$ cat config.mk
export PLATFORM = sky130hd
export DESIGN_NAME = wb_arbiter
export DESIGN_NICKNAME = d
export VERILOG_FILES = /design/src/rtl/wb_pkg.sv /design/src/rtl/wb_scoreboard.sv /design/src/rtl/wb_arbiter.sv
export SDC_FILE = /design/constraint.sdc
export NUM_CORES = 1
export LEC_CHECK = 0
export ABC_CLOCK_PERIOD_IN_PS = 6260
export CAP_MARGIN = 5
export CORE_UTILIZATION = 45
export DETAILED_ROUTE_END_ITERATION = 12
export GPL_TIMING_DRIVEN = 0
export PLACE_DENSITY = 0.91
export SETUP_SLACK_MARGIN = 0.4
export SLEW_MARGIN = 5
export SYNTH_ARGS = -nofsm -noshare
export SYNTH_HDL_FRONTEND = slang
export SYNTH_HIERARCHICAL = 1
export SYNTH_SLANG_ARGS = --single-unit
$ cat constraint.sdc
create_clock -name clock -period 6.26 [get_ports clock]
set_input_delay 1.565 -clock clock [delete_from_list [all_inputs] [get_ports clock]]
set_output_delay 1.565 -clock clock [all_outputs]
set_load 0.01 [all_outputs]
$ cat src/rtl/wb_pkg.sv
// wb_pkg: shared widths, register index type and write-back source encoding.
package wb_pkg;
    localparam int XLEN   = 32;
    localparam int NREG   = 32;
    localparam int REG_AW = $clog2(NREG);

    typedef logic [REG_AW-1:0] reg_idx_t;

    typedef enum logic [1:0] {SRC_NONE, SRC_ALU, SRC_MEM, SRC_MUL} wb_src_t;

    // A source is busy while owned by a long-latency op or while its write is in flight.
    function automatic logic reg_busy(input reg_idx_t rs, input logic [NREG-1:0] pend,
                                      input logic we, input reg_idx_t port);
        return (rs != '0) && (pend[rs] || (we && port == rs));
    endfunction
endpackage

$ cat src/rtl/wb_scoreboard.sv
// wb_scoreboard: pending-destination tracker for long-latency ops with busy queries.
module wb_scoreboard
    import wb_pkg::*;
(
    input  logic              clock,
    input  logic              reset,
    input  logic              i_set_valid,
    input  logic [REG_AW-1:0] i_set_rd,
    input  logic              i_clr_valid,
    input  logic [REG_AW-1:0] i_clr_rd,
    input  logic              i_wr_enable,
    input  logic [REG_AW-1:0] i_wr_port,
    input  logic [REG_AW-1:0] i_rs1,
    input  logic [REG_AW-1:0] i_rs2,
    output logic              o_rs1_busy,
    output logic              o_rs2_busy,
    output logic [NREG-1:0]   o_pending
);
    logic [NREG-1:0] r_pending;
    logic [NREG-1:0] w_next;

    // Set is applied after clear so a newer issue keeps ownership of the register.
    always_comb begin
        w_next = r_pending;
        if (i_clr_valid && i_clr_rd != '0) w_next[i_clr_rd] = 1'b0;
        if (i_set_valid && i_set_rd != '0) w_next[i_set_rd] = 1'b1;
    end

    always_ff @(posedge clock) begin
        if (reset) r_pending <= '0;
        else       r_pending <= w_next;
    end

    assign o_pending  = r_pending;
    assign o_rs1_busy = reg_busy(i_rs1, r_pending, i_wr_enable, i_wr_port);
    assign o_rs2_busy = reg_busy(i_rs2, r_pending, i_wr_enable, i_wr_port);
endmodule

$ cat src/rtl/wb_arbiter.sv
// wb_arbiter: merges ALU, load and multiply results onto one registered register-file write port,
// ALU first, load/multiply round-robin, with a scoreboard for decode stalls.
module wb_arbiter
    import wb_pkg::*;
(
    input  logic              clock,
    input  logic              reset,
    input  logic              alu_valid,
    input  logic [REG_AW-1:0] alu_rd,
    input  logic [XLEN-1:0]   alu_data,
    input  logic              mem_valid,
    output logic              mem_ready,
    input  logic [REG_AW-1:0] mem_rd,
    input  logic [XLEN-1:0]   mem_data,
    input  logic              mul_valid,
    output logic              mul_ready,
    input  logic [REG_AW-1:0] mul_rd,
    input  logic [XLEN-1:0]   mul_data,
    input  logic              issue_valid,
    input  logic [REG_AW-1:0] issue_rd,
    input  logic [REG_AW-1:0] query_rs1,
    input  logic [REG_AW-1:0] query_rs2,
    output logic              rs1_busy,
    output logic              rs2_busy,
    output logic [REG_AW-1:0] write_port,
    output logic [XLEN-1:0]   write_data,
    output logic              write_enable,
    output logic [NREG-1:0]   pending
);
    wb_src_t           r_last_grant;
    wb_src_t           w_grant;
    logic [REG_AW-1:0] w_rd;
    logic [XLEN-1:0]   w_data;
    logic              w_long_grant;
    logic [REG_AW-1:0] r_write_port;
    logic [XLEN-1:0]   r_write_data;
    logic              r_write_enable;

    always_comb begin
        w_grant = reset                   ? SRC_NONE :
                  alu_valid               ? SRC_ALU  :
                  mem_valid && mul_valid  ? (r_last_grant == SRC_MEM ? SRC_MUL : SRC_MEM) :
                  mem_valid               ? SRC_MEM  :
                  mul_valid               ? SRC_MUL  : SRC_NONE;
        w_rd   = w_grant == SRC_ALU ? alu_rd   : w_grant == SRC_MEM ? mem_rd   : mul_rd;
        w_data = w_grant == SRC_ALU ? alu_data : w_grant == SRC_MEM ? mem_data : mul_data;
        w_long_grant = w_grant == SRC_MEM || w_grant == SRC_MUL;
    end

    always_ff @(posedge clock) begin
        if (reset) begin
            r_last_grant   <= SRC_MUL;
            r_write_enable <= 1'b0;
            r_write_port   <= '0;
            r_write_data   <= '0;
        end else begin
            if (w_long_grant) r_last_grant <= w_grant;
            r_write_enable <= w_grant != SRC_NONE && w_rd != '0;
            if (w_grant != SRC_NONE) begin
                r_write_port <= w_rd;
                r_write_data <= w_data;
            end
        end
    end

    assign mem_ready    = w_grant == SRC_MEM;
    assign mul_ready    = w_grant == SRC_MUL;
    assign write_port   = r_write_port;
    assign write_data   = r_write_data;
    assign write_enable = r_write_enable;

    wb_scoreboard u_scoreboard (
        .clock       (clock),
        .reset       (reset),
        .i_set_valid (issue_valid),
        .i_set_rd    (issue_rd),
        .i_clr_valid (w_long_grant),
        .i_clr_rd    (w_rd),
        .i_wr_enable (r_write_enable),
        .i_wr_port   (r_write_port),
        .i_rs1       (query_rs1),
        .i_rs2       (query_rs2),
        .o_rs1_busy  (rs1_busy),
        .o_rs2_busy  (rs2_busy),
        .o_pending   (pending)
    );
endmodule

---- Word level (Yosys, flattened, before mapping) ----
Cells that the tools add are included.
Widths: inputs -> output; s select.
word-level totals
  flip-flop bits (word level) ............. 72
  logic and storage cells ................. 58
  bits of input ports ..................... 132
cells by class
  reductions and logical operators ........ 18
  bitwise operators ....................... 3
  equality and inequality tests ........... 6
  multiplexer cells ....................... 20
  magnitude comparators ................... 6
operator list
  operator            number
  $mux 32             4
  $and 32x32->32      1
  $not 32->32         1
  $or 32x32->32       1
  $lt 5x6->1 const B  4
  $reduce_bool 5->1   4
  $bmux 1 s5          2
  $demux 1 s5         2
  $eq 5x5->1          2
  $ge 5x1->1 const B  2
  $logic_and 1x1->1   10
  $mux 2              5
  $mux 5              2
  $eq 2x2->1 const B  3
  $mux 1              5
  $logic_or 1x1->1    3
  $eq 2x1->1 const B  1
  $reduce_bool 2->1   1

---- Depth between registers and ports, before layout ----
Gate-level depths: netlist of the first run.
  word-level depth ........................ 17
  depth in mapped cells ................... 13
  mapped depth without buffers ............ 10

---- By module ----
Netlist of the first run, hierarchy kept.
by module, submodules not included
  module         cells each  instances  sequential area each (um^2)  area each (um^2)
  wb_arbiter     319         1          800.8                        2,275.9
  wb_scoreboard  254         1          640.6                        2,043.2

---- Worst setup path before layout of the first run ----
No wires, ideal clock.
  path type ............................... input to output
  from .................................... input query_rs2[1]
  to ...................................... output rs2_busy
  arrival ................................. 2,694 ps
  buffers on the path ..................... 1
  data required time ...................... 4,695 ps
  path slack .............................. 2,001 ps
  cell stages on the path ................. 6
  cell sequence ........................... buf_2 mux4_2 mux2i_1 nor2_1 o22ai_1 a22oi_1
on the way
  word-level cells in the longest chain between the ends .. 4
ends and longest elaborated chain
  element                                                                   RTL line          RTL
  from (decl)                                                               wb_arbiter.sv:22  input logic [REG_AW-1:0] query_rs2,
  $bmux 1 s5 / $eq 5x5->1 (equally long branches)                           wb_pkg.sv:14      return (rs != '0) && (pend[rs] || (we && port == rs));
  $mux 1 (not written as such) / $logic_and 1x1->1 (equally long branches)  wb_pkg.sv:14
  $logic_or 1x1->1                                                          wb_pkg.sv:14
  $logic_and 1x1->1 *                                                       wb_pkg.sv:14
  to (decl)                                                                 wb_arbiter.sv:24  output logic rs2_busy,
Mark *: on every way between the ends. The rest lies on a longest branch, timed or not. The select of a mux whose other input is x is not followed.

---- Final worst setup path of the first run ----
  from .................................... input query_rs1[0]
  to ...................................... output rs1_busy
on the way
  word-level cells in the longest chain between the ends .. 4
ends and longest elaborated chain
  element                                                                   RTL line          RTL
  from (decl)                                                               wb_arbiter.sv:21  input logic [REG_AW-1:0] query_rs1,
  $bmux 1 s5 / $eq 5x5->1 (equally long branches)                           wb_pkg.sv:14
  $mux 1 (not written as such) / $logic_and 1x1->1 (equally long branches)  wb_pkg.sv:14
  $logic_or 1x1->1                                                          wb_pkg.sv:14
  $logic_and 1x1->1 *                                                       wb_pkg.sv:14
  to (decl)                                                                 wb_arbiter.sv:23  output logic rs1_busy,
Marked as above.

==> metrics, run 1 <==
syn_area_per_cell 7.538 um^2; final setup violation count 0; vias in the first global route approximately 5300; layout cells sized above 1 0.07506; GPL Wtd Cong roughly 0.93; post-route cell area roughly 6700 um^2; hold-fix buffer count after cts 0; Synth Net Count just over 700; Setup Buffers After CTS 0; Peak VDD IR 0.1578 mV; run status complete, no violations; Antenna Nets Post-Route 0; pins over their slew limit 0; clock skew between 9 and 10 ps; CTS tree done; P_leak around 2.4 nW; DR iter-0 viols ~450; Pwr Density 179.9 nW/um^2; total global routing overflow 0; prevailing post-synth register cell dfxtp_1; n_diodes 0; chip width 99.97 um; crit end category output port; WS Path Type primary input to output port; initial cell density of the core 0.4652; post-synth cell types 49; Area Overhead vs Synth 54.32%; sequential area share after synthesis 0.3337; nets 913; core outline area 9284 um^2; Met2 Wirelength just over 8 mm; Ys Warns 6; CP Launch Type primary input; fillers 764; vias about 5300; Rows 35; H-tree Lvls 3; die height 99.97 um; synthesized flop and latch total between 70 and 80; Worst-Skew Late Latency 340 ps; DR top layer met4; fin crit period roughly 5300 ps; drt drc 0; Avg WL per Cell 18.32 um; Port Buffers 197; crit path DAT approximately 3700 ps; die area 9994 um^2; Final Hold Viols 0; CTS Buf Count 9; Hold Path Class register to register; Cell Area, Placed about 6500 um^2; first-pass GRT wire length 25.77 mm; delay-heaviest family, CP buffers and inverters; multi-input logic area approximately 2600 um^2; via density per instance between 5 and 6; clock buffer depth 2; CP Cell Sequence clkdlybuf4s50_1 -> buf_4 -> mux4_2 -> nor2_1 -> a21oi_1 -> nor2_1 -> a21oi_1 -> clkdlybuf4s50_1; initial antenna violation count 0; number of synthesized flops with an enable pin 0; HPWL after DPL 13.19 mm; Async S/R FF share, synth 0; CTS root buf clkbuf_8; drt pass-1 iters 6; Gate Count Post-Synth roughly 570; clock sinks 72; fmax about 190 MHz; DR WL met3 ~1.4 mm; count of buffer and inverter cells on the critical path 3; GRT Util Overall 0.3324; fin crit share 0.8415; RSZ-0062 raised after global routing false; Reg area between 1000 and 1500 um^2; CP Max Fanout 10; Setup TNS Final 0 ps; max cap viols 0; largest net degree at the start of global routing 13; clk slew on worst S/H paths about 80 ps; most frequent cells in the layout clkdlybuf4s50_1 (197), nand2_1 (147), a21oi_1 (72), dfxtp_1 (72), nor2_1 (54); WL final ~17 mm; worst-margin pin slew between 700 and 800 ps; max_slew headroom 0.4672; Worst Path Required about 4700 ps; slowest cell on the critical path mux4_2; Synth Cell Area between 4000 and 5000 um^2; CP peak stage delay roughly 530 ps; most common cell after layout, fill and taps aside clkdlybuf4s50_1; wire length on met1 approximately 6.5 mm; post-CTS sizing 0; IO Count 206
tightest hold or removal path: cells and delay by family, from the launching register on:
| kind | cells | cell delay [ps] |
|---|---|---|
| flip-flops | 1 | 310 |
| AND/OR/NAND/NOR | 1 | 50 |
| AO/OA/AOI/OAI | 1 | 50 |
final timing paths:
kind                                 startpoint                          to  slack (ps)  cells after the start
worst min register to register   write_data[19]              write_data[19]         460                      2
worst max register to register  r_last_grant[0]  u_scoreboard/o_pending[22]        3760                     12
worst min-delay path             write_data[19]              write_data[19]         460                      2
worst max-delay path               query_rs1[0]                    rs1_busy         990                      8
state kept, by name (all words and copies together) (netlist names):
name                    count
r_last_grant                2
write_enable                1
write_port                  5
u_scoreboard/o_pending     32
write_data                 32
where the power goes:
part           total, W  internal [W]  switching (W)  leakage (nW)
combinational  0.000313      0.000168       0.000145          1.75
sequential     0.000498      0.000480      0.0000179         0.589
clock          0.000388      0.000225       0.000164         0.104
total           0.00120      0.000872       0.000327          2.45
metal layers:
layer,track usage,vias up
met2,0.5676,302
met4,0.1761,0
li1,-,2438
met3,0.06337,72
met1,0.3973,2485
met5,0,-
cell usage after synthesis (4+ instances only):
cell type | count | area share
nand2_1 | 147 | 0.13
a21oi_1 | 72 | 0.083
dfxtp_1 | 72 | 0.33
nor2_1 | 54 | 0.047
o21ai_0 | 36 | 0.042
a311o_1 | 32 | 0.074
clkbuf_1 | 18 | 0.016
buf_2 | 12 | 0.014
mux4_2 | 12 | 0.063
nand2b_1 | 10 | 0.014
nor2b_1 | 10 | 0.014
buf_4 | 9 | 0.016
inv_1 | 8 | 0.0070
nand3_1 | 7 | 0.0081
nor4_1 | 6 | 0.0087
xnor2_1 | 6 | 0.012
mux2i_1 | 5 | 0.012
nand3b_1 | 5 | 0.0087
a41oi_1 | 4 | 0.0081
buf_6 | 4 | 0.010
nor3_1 | 4 | 0.0046
xor2_1 | 4 | 0.0081
layout make-up:
type	count	area share
multi-input cells	448	0.3899
repair buffers	197	0.2959
flip-flops and latches	72	0.2163
plain buffers	44	0.03661
well taps	129	0.02422
clock buffers	11	0.01971
clock inverters	5	0.01220
inverters	9	0.005256
cells by family (layout without fill, tap and decap cells):
kind of cell	count (synthesis)	after routing	share of synthesized area
XOR/XNOR	10	10	0.02028
AO/OA/AOI/OAI	162	162	0.2373
multiplexers	19	19	0.07937
flip-flops	72	72	0.3337
buffers and inverters	53	266	0.06460
AND/OR/NAND/NOR	257	257	0.2648
stage by stage:
stage,hold slack [ps],std cells,worst slack (ps),power [W],utilization
after global routing,476.7,915,841.4,0.001248,0.7179
after detailed placement,447.5,899,1017,0.0008153,0.6950
after global placement,443.9,899,1032,0.0008075,0.6950
final,457.6,915,992.5,0.001199,0.7179
after CTS,458.1,915,1015,0.001202,0.7179
after floorplan,480.5,573,2001,0.0006451,-
Note: power is estimated with default switching activity, not from simulation.
==> inputs of run 2 (changes only) <==
--- a/config.mk
+++ b/config.mk
@@ -5,12 +5,12 @@
 export SDC_FILE = /design/constraint.sdc
 export NUM_CORES = 1
 export LEC_CHECK = 0
-export ABC_CLOCK_PERIOD_IN_PS = 6260
+export ABC_CLOCK_PERIOD_IN_PS = 5200
 export CAP_MARGIN = 5
-export CORE_UTILIZATION = 45
+export CORE_UTILIZATION = 42
 export DETAILED_ROUTE_END_ITERATION = 12
 export GPL_TIMING_DRIVEN = 0
-export PLACE_DENSITY = 0.91
+export PLACE_DENSITY = 0.86
 export SETUP_SLACK_MARGIN = 0.4
 export SLEW_MARGIN = 5
 export SYNTH_ARGS = -nofsm -noshare
==> constraint.sdc (replaced) <==
create_clock -name clock -period 5.2 [get_ports clock]
set_input_delay 1.3 -clock clock [delete_from_list [all_inputs] [get_ports clock]]
set_output_delay 1.3 -clock clock [all_outputs]
set_load 0.01 [all_outputs]
==> run 2 against run 1 <==
Compared with the run above:
- combinational power grew 20%
- power rose by 27%
- first-iteration DRC count fell by 18%
- clock power rose by 41%
- cell count rose by 0.33%
- register-to-register slack worse by 1100 ps
- count of clock-buffer cells in the layout fell by 1
- worst setup slack worse by 420 ps
- non-clock buffer count is the same
- sequential cell count did not move
- routed wire length up 4.1%
- via count barely moved
- critical endpoint is now mem_ready
==> metrics, run 2 (synthesis gave the netlist of run 1 again) <==
run status complete, no violations; die height roughly 100 um; die area 10690 um^2; n_diodes 0; Pwr Density 227.2 nW/um^2; vias between 5000 and 6000; CP Launch Type primary input; slowest cell on the critical path clkdlybuf4s50_1; final setup violation count 0; drt pass-1 iters 5; CP Max Fanout 10; CP Cell Sequence clkdlybuf4s50_1 -> buf_6 -> nor2_8 -> nand3_4 -> clkinv_2 -> buf_4 -> clkdlybuf4s50_1; via density per instance 5.769; CP peak stage delay about 580 ps; CTS tree done; hold-fix buffer count after cts 0; H-tree Lvls 3; fmax between 200 and 250 MHz; initial antenna violation count 0; Avg WL per Cell about 19 um; initial cell density of the core 0.4378; nets approximately 900; crit path DAT between 3000 and 4000 ps; DR iter-0 viols approximately 370; clock sinks 72; Area Overhead vs Synth 55.24%; Rows 36; Antenna Nets Post-Route 0; core outline area between 9000 and 10000 um^2; most common cell after layout, fill and taps aside clkdlybuf4s50_1; max cap viols 0; placed insts between 900 and 1000; reg-to-reg setup timing slack 2630 ps; Non-Filler Instances approximately 920; largest net degree at the start of global routing 13; IO Count about 200; Reg area around 1400 um^2; Worst Path Required approximately 3900 ps; RSZ-0062 raised after global routing false; Reg-to-Reg End u_scoreboard/o_pending[22]; WL final between 15 and 20 mm; crit path launch reset; first-pass GRT wire length 26.75 mm; drt drc 0; GRT Util Overall 0.3333; post-CTS sizing 0; CTS Buf Count 9; P_leak 2.481 nW; WS Path Type primary input to output port; crit end category output port; Worst-Skew Late Latency between 300 and 400 ps; Peak VDD IR approximately 0.21 mV; total global routing overflow 0; CTS root buf clkbuf_8; fillers approximately 800; GPL Wtd Cong about 0.97; multi-input logic area around 2600 um^2; worst-margin pin slew around 680 ps; reg2reg start r_last_grant[0]; clock buffer depth 2; chip width slightly above 100 um; r2r worst-path depth 12; layout cells sized above 1 0.07643; clk slew on worst S/H paths around 80 ps; fin crit period 4624 ps; fin crit share 0.8893; max_slew headroom 0.5402; Setup Buffers After CTS 0; Port Buffers between 150 and 200; most frequent cells in the layout clkdlybuf4s50_1 (196), nand2_1 (147), a21oi_1 (72), dfxtp_1 (72), nor2_1 (54); Worst setup endpoint mem_ready; Setup TNS Final 0 ps; Hold Path Class register to register; pins over their slew limit 0; clock skew roughly 6.4 ps; vias in the first global route between 5000 and 6000; HPWL after DPL around 14 mm; Final Hold Viols 0; Worst path most repeated cell clkdlybuf4s50_1
[run 2: cell types whose count changed in the layout (fill, tap and decap cells not counted), sizes merged]
cell / previous run / this run
dlymetal6s2s: 0 / 1
inv: 8 / 9
clkinv: 3 / 2
clkbuf: 29 / 28
clkdlybuf4s50: 197 / 196
bufinv: 2 / 3
clkinvlp: 1 / 0
[run 2: worst max-delay path, delay by kind of cell]
kind / cells / cell delay (ps)
buffers and inverters: 5 / 1720
and+or+nand+nor: 2 / 290
[run 2: layout make-up]
cell class | instances | share of cell area
plain buffers | 44 | 0.03695
clock buffers | 10 | 0.02053
clock inverters | 5 | 0.01549
inverters | 9 | 0.005225
multi-input cells | 448 | 0.3876
flip-flops and latches | 72 | 0.2150
well taps | 133 | 0.02482
repair buffers | 197 | 0.2945
[run 2: metal layers]
layer	share of wire	global-route usage	routed length, um
met3	0.071	0.05040	1237
met5	0	0	0
met2	0.48	0.5502	8387
met4	0.040	0.1647	692
met1	0.41	0.4253	7126
[run 2: power breakdown]
group          switching (W)  internal [W]
logic               0.000174      0.000202
registers          0.0000222      0.000577
clock network       0.000218      0.000330
[run 2: how the worst min path moves through the flow]
stage	start	end	slack [ps]	depth (start not counted)
detailed placement	write_data[23]	write_data[23]	450	2
floorplan	write_data[0]	write_data[0]	480	2
CTS	write_data[23]	write_data[23]	460	2
global route	write_data[12]	write_data[12]	470	2
finish	write_data[23]	write_data[23]	460	2
global placement	write_data[25]	write_data[25]	440	2
[run 2: metrics by stage]
| step | setup slack [ps] | hold slack (ps) | utilization | cell area (um^2) | total power, W |
|---|---|---|---|---|---|
| floorplan | 1471 | 480.5 | - | 4319 | 0.0007765 |
| global route | 532.0 | 474.0 | 0.6797 | 6705 | 0.001575 |
| finish | 575.5 | 459.0 | 0.6797 | 6705 | 0.001523 |
| global placement | 519.8 | 444.3 | 0.6546 | 6457 | 0.0009727 |
| detailed placement | 463.6 | 449.4 | 0.6546 | 6457 | 0.0009808 |
| CTS | 461.3 | 460.4 | 0.6791 | 6699 | 0.001521 |
==> inputs of run 3 (changes only) <==
--- a/config.mk
+++ b/config.mk
@@ -10,7 +10,7 @@
 export CORE_UTILIZATION = 42
 export DETAILED_ROUTE_END_ITERATION = 12
 export GPL_TIMING_DRIVEN = 0
-export PLACE_DENSITY = 0.86
+export PLACE_DENSITY_LB_ADDON = 0.1
 export SETUP_SLACK_MARGIN = 0.4
 export SLEW_MARGIN = 5
 export SYNTH_ARGS = -nofsm -noshare
==> run 3 against run 2 <==
Compared with the run above:
- sequential power barely moved
- hold slack worse by 1.4 ps
- critical path depth did not move
- via count down 3.2%
- non-clock buffer count is 1 higher
- count of clock-buffer cells in the layout decreased by 1
- sequential share of layout area is 0.18 points higher
- cell count up 0.22%
- first-iteration DRC count increased by 23%
- power is 9.4% lower
- die area stayed put
- clock power fell by 25%
==> metrics, run 3 (synthesis gave the netlist of run 1 again) <==
via density per instance about 5.6; WL final around 16 mm; CP Launch Type primary input; Hold Path Class register to register; Worst setup endpoint mem_ready; Worst-Skew Late Latency 360 ps; nets 914; max cap viols 0; CTS tree done; Reg-to-Reg End u_scoreboard/o_pending[21]; HP Start write_data[26]; Rows 36; n_diodes 0; CTS root buf clkbuf_8; die area about 11000 um^2; slowest cell on the critical path clkdlybuf4s50_1; crit end category output port; clock sinks 72; vias in the first global route 4832; Antenna Nets Post-Route 0; Non-Filler Instances just over 900; vias about 5100; Port Buffers slightly below 200; reg2reg start r_last_grant[0]; run status complete, no violations; RSZ-0062 raised after global routing false; final setup violation count 0; delay-heaviest family, CP buffers and inverters; layout cells sized above 1 0.07878; most common cell after layout, fill and taps aside clkdlybuf4s50_1; initial cell density of the core 0.4378; fin crit share 0.8935; GPL Wtd Cong roughly 0.9; HPWL after DPL between 10 and 15 mm; die height 103.4 um; Pwr Density slightly above 200 nW/um^2; pins over their slew limit 0; drt drc 0; clock buffer depth 2; Worst Path Required approximately 3900 ps; GRT Util Overall 0.3019; Peak VDD IR roughly 0.11 mV; CP Max Fanout 10; clk slew on worst S/H paths 80 ps; core outline area between 9000 and 10000 um^2; chip width approximately 100 um; H-tree Lvls 3; r2r worst-path depth 12; CTS Buf Count 9; fin crit period about 4600 ps; Setup TNS Final 0 ps; CP Cell Sequence clkdlybuf4s50_1 -> buf_6 -> nor2_8 -> nand3_4 -> clkinv_2 -> buf_4 -> clkdlybuf4s50_1; Area Overhead vs Synth 53.97%; crit path launch reset; first-pass GRT wire length about 24 mm; clock skew roughly 12 ps; multi-input logic area ~2600 um^2; drt pass-1 iters 6; Final Hold Viols 0; WS Path Type primary input to output port; Worst path most repeated cell clkdlybuf4s50_1; Crit path depth 7; fillers ~830; total global routing overflow 0; P_leak ~2.4 nW; DR iter-0 viols around 460; IO Count a little over 200; fmax 215.2 MHz; placed insts around 900; Avg WL per Cell 17.40 um; count of buffer and inverter cells on the critical path 5; initial antenna violation count 0; worst-margin pin slew slightly below 800 ps; CP peak stage delay 570 ps; crit path DAT ~3400 ps; largest net degree at the start of global routing 15; reg-to-reg setup timing slack ~2600 ps; Reg area about 1400 um^2; max_slew headroom 0.4750; most frequent cells in the layout clkdlybuf4s50_1 (196), nand2_1 (147), a21oi_1 (72), dfxtp_1 (72), nor2_1 (54)
## run 3: per-stage QoR
| step | hold WS [ps] | total power, W | worst slack, ps | area (um^2) | util |
|---|---|---|---|---|---|
| 6_report | 457.6 | 0.001380 | 553.6 | 6650 | 0.6742 |
| 4_1_cts | 457.4 | 0.001382 | 469.8 | 6636 | 0.6728 |
| 5_1_grt | 470.3 | 0.001438 | 491.5 | 6650 | 0.6742 |
| 3_3_place_gp | 441.3 | 0.0009721 | 481.4 | 6457 | 0.6546 |
| 3_5_place_dp | 446.0 | 0.0009775 | 474.0 | 6457 | 0.6546 |
| 2_1_floorplan | 480.5 | 0.0007765 | 1471 | 4319 | - |
## run 3: what timing repair did
action                     4_1_cts  5_1_grt
hold endpoints to repair         0        0
setup endpoints to repair        0        1
setup buffers                    0        1
resized for setup                0        2
hold buffers                     0        0
## run 3: where the power goes
group,leakage [nW],internal [W],total (W),switching [W]
sequential,0.589,0.000577,0.000598,0.0000207
clock,0.0862,0.000177,0.000410,0.000234
combinational,1.77,0.000202,0.000372,0.000170
total,2.44,0.000956,0.00138,0.000424
## run 3: worst min-delay path: stages, from the launching register on
cell	delay (ps)
dfxtp_1	310
nand2_1	50
a21oi_1	50
## run 3: worst min path at each step
stage,to,slack (ps),cells past startpoint
final,write_data[26],460,2
after global routing,write_data[26],470,2
after CTS,write_data[21],460,2
after detailed placement,write_data[21],450,2
after global placement,write_data[8],440,2
after floorplan,write_data[0],480,2
## run 3: per-layer routing
| layer | up-vias | share of wire | GRT usage |
|---|---|---|---|
| met3 | 40 | 0.10 | 0.07191 |
| li1 | 2437 | - | - |
| met1 | 2362 | 0.41 | 0.3940 |
| met4 | 0 | 0.026 | 0.1029 |
| met5 | - | 0 | 0 |
| met2 | 290 | 0.46 | 0.4901 |
## run 3: layout make-up
| cell class | instances | area share |
|---|---|---|
| clock buffers | 9 | 0.01863 |
| multi-input cells | 448 | 0.3908 |
| flip-flops and latches | 72 | 0.2167 |
| well taps | 133 | 0.02502 |
| inverters | 9 | 0.005268 |
| repair buffers | 198 | 0.2980 |
| plain buffers | 44 | 0.03725 |
| clock inverters | 7 | 0.008278 |
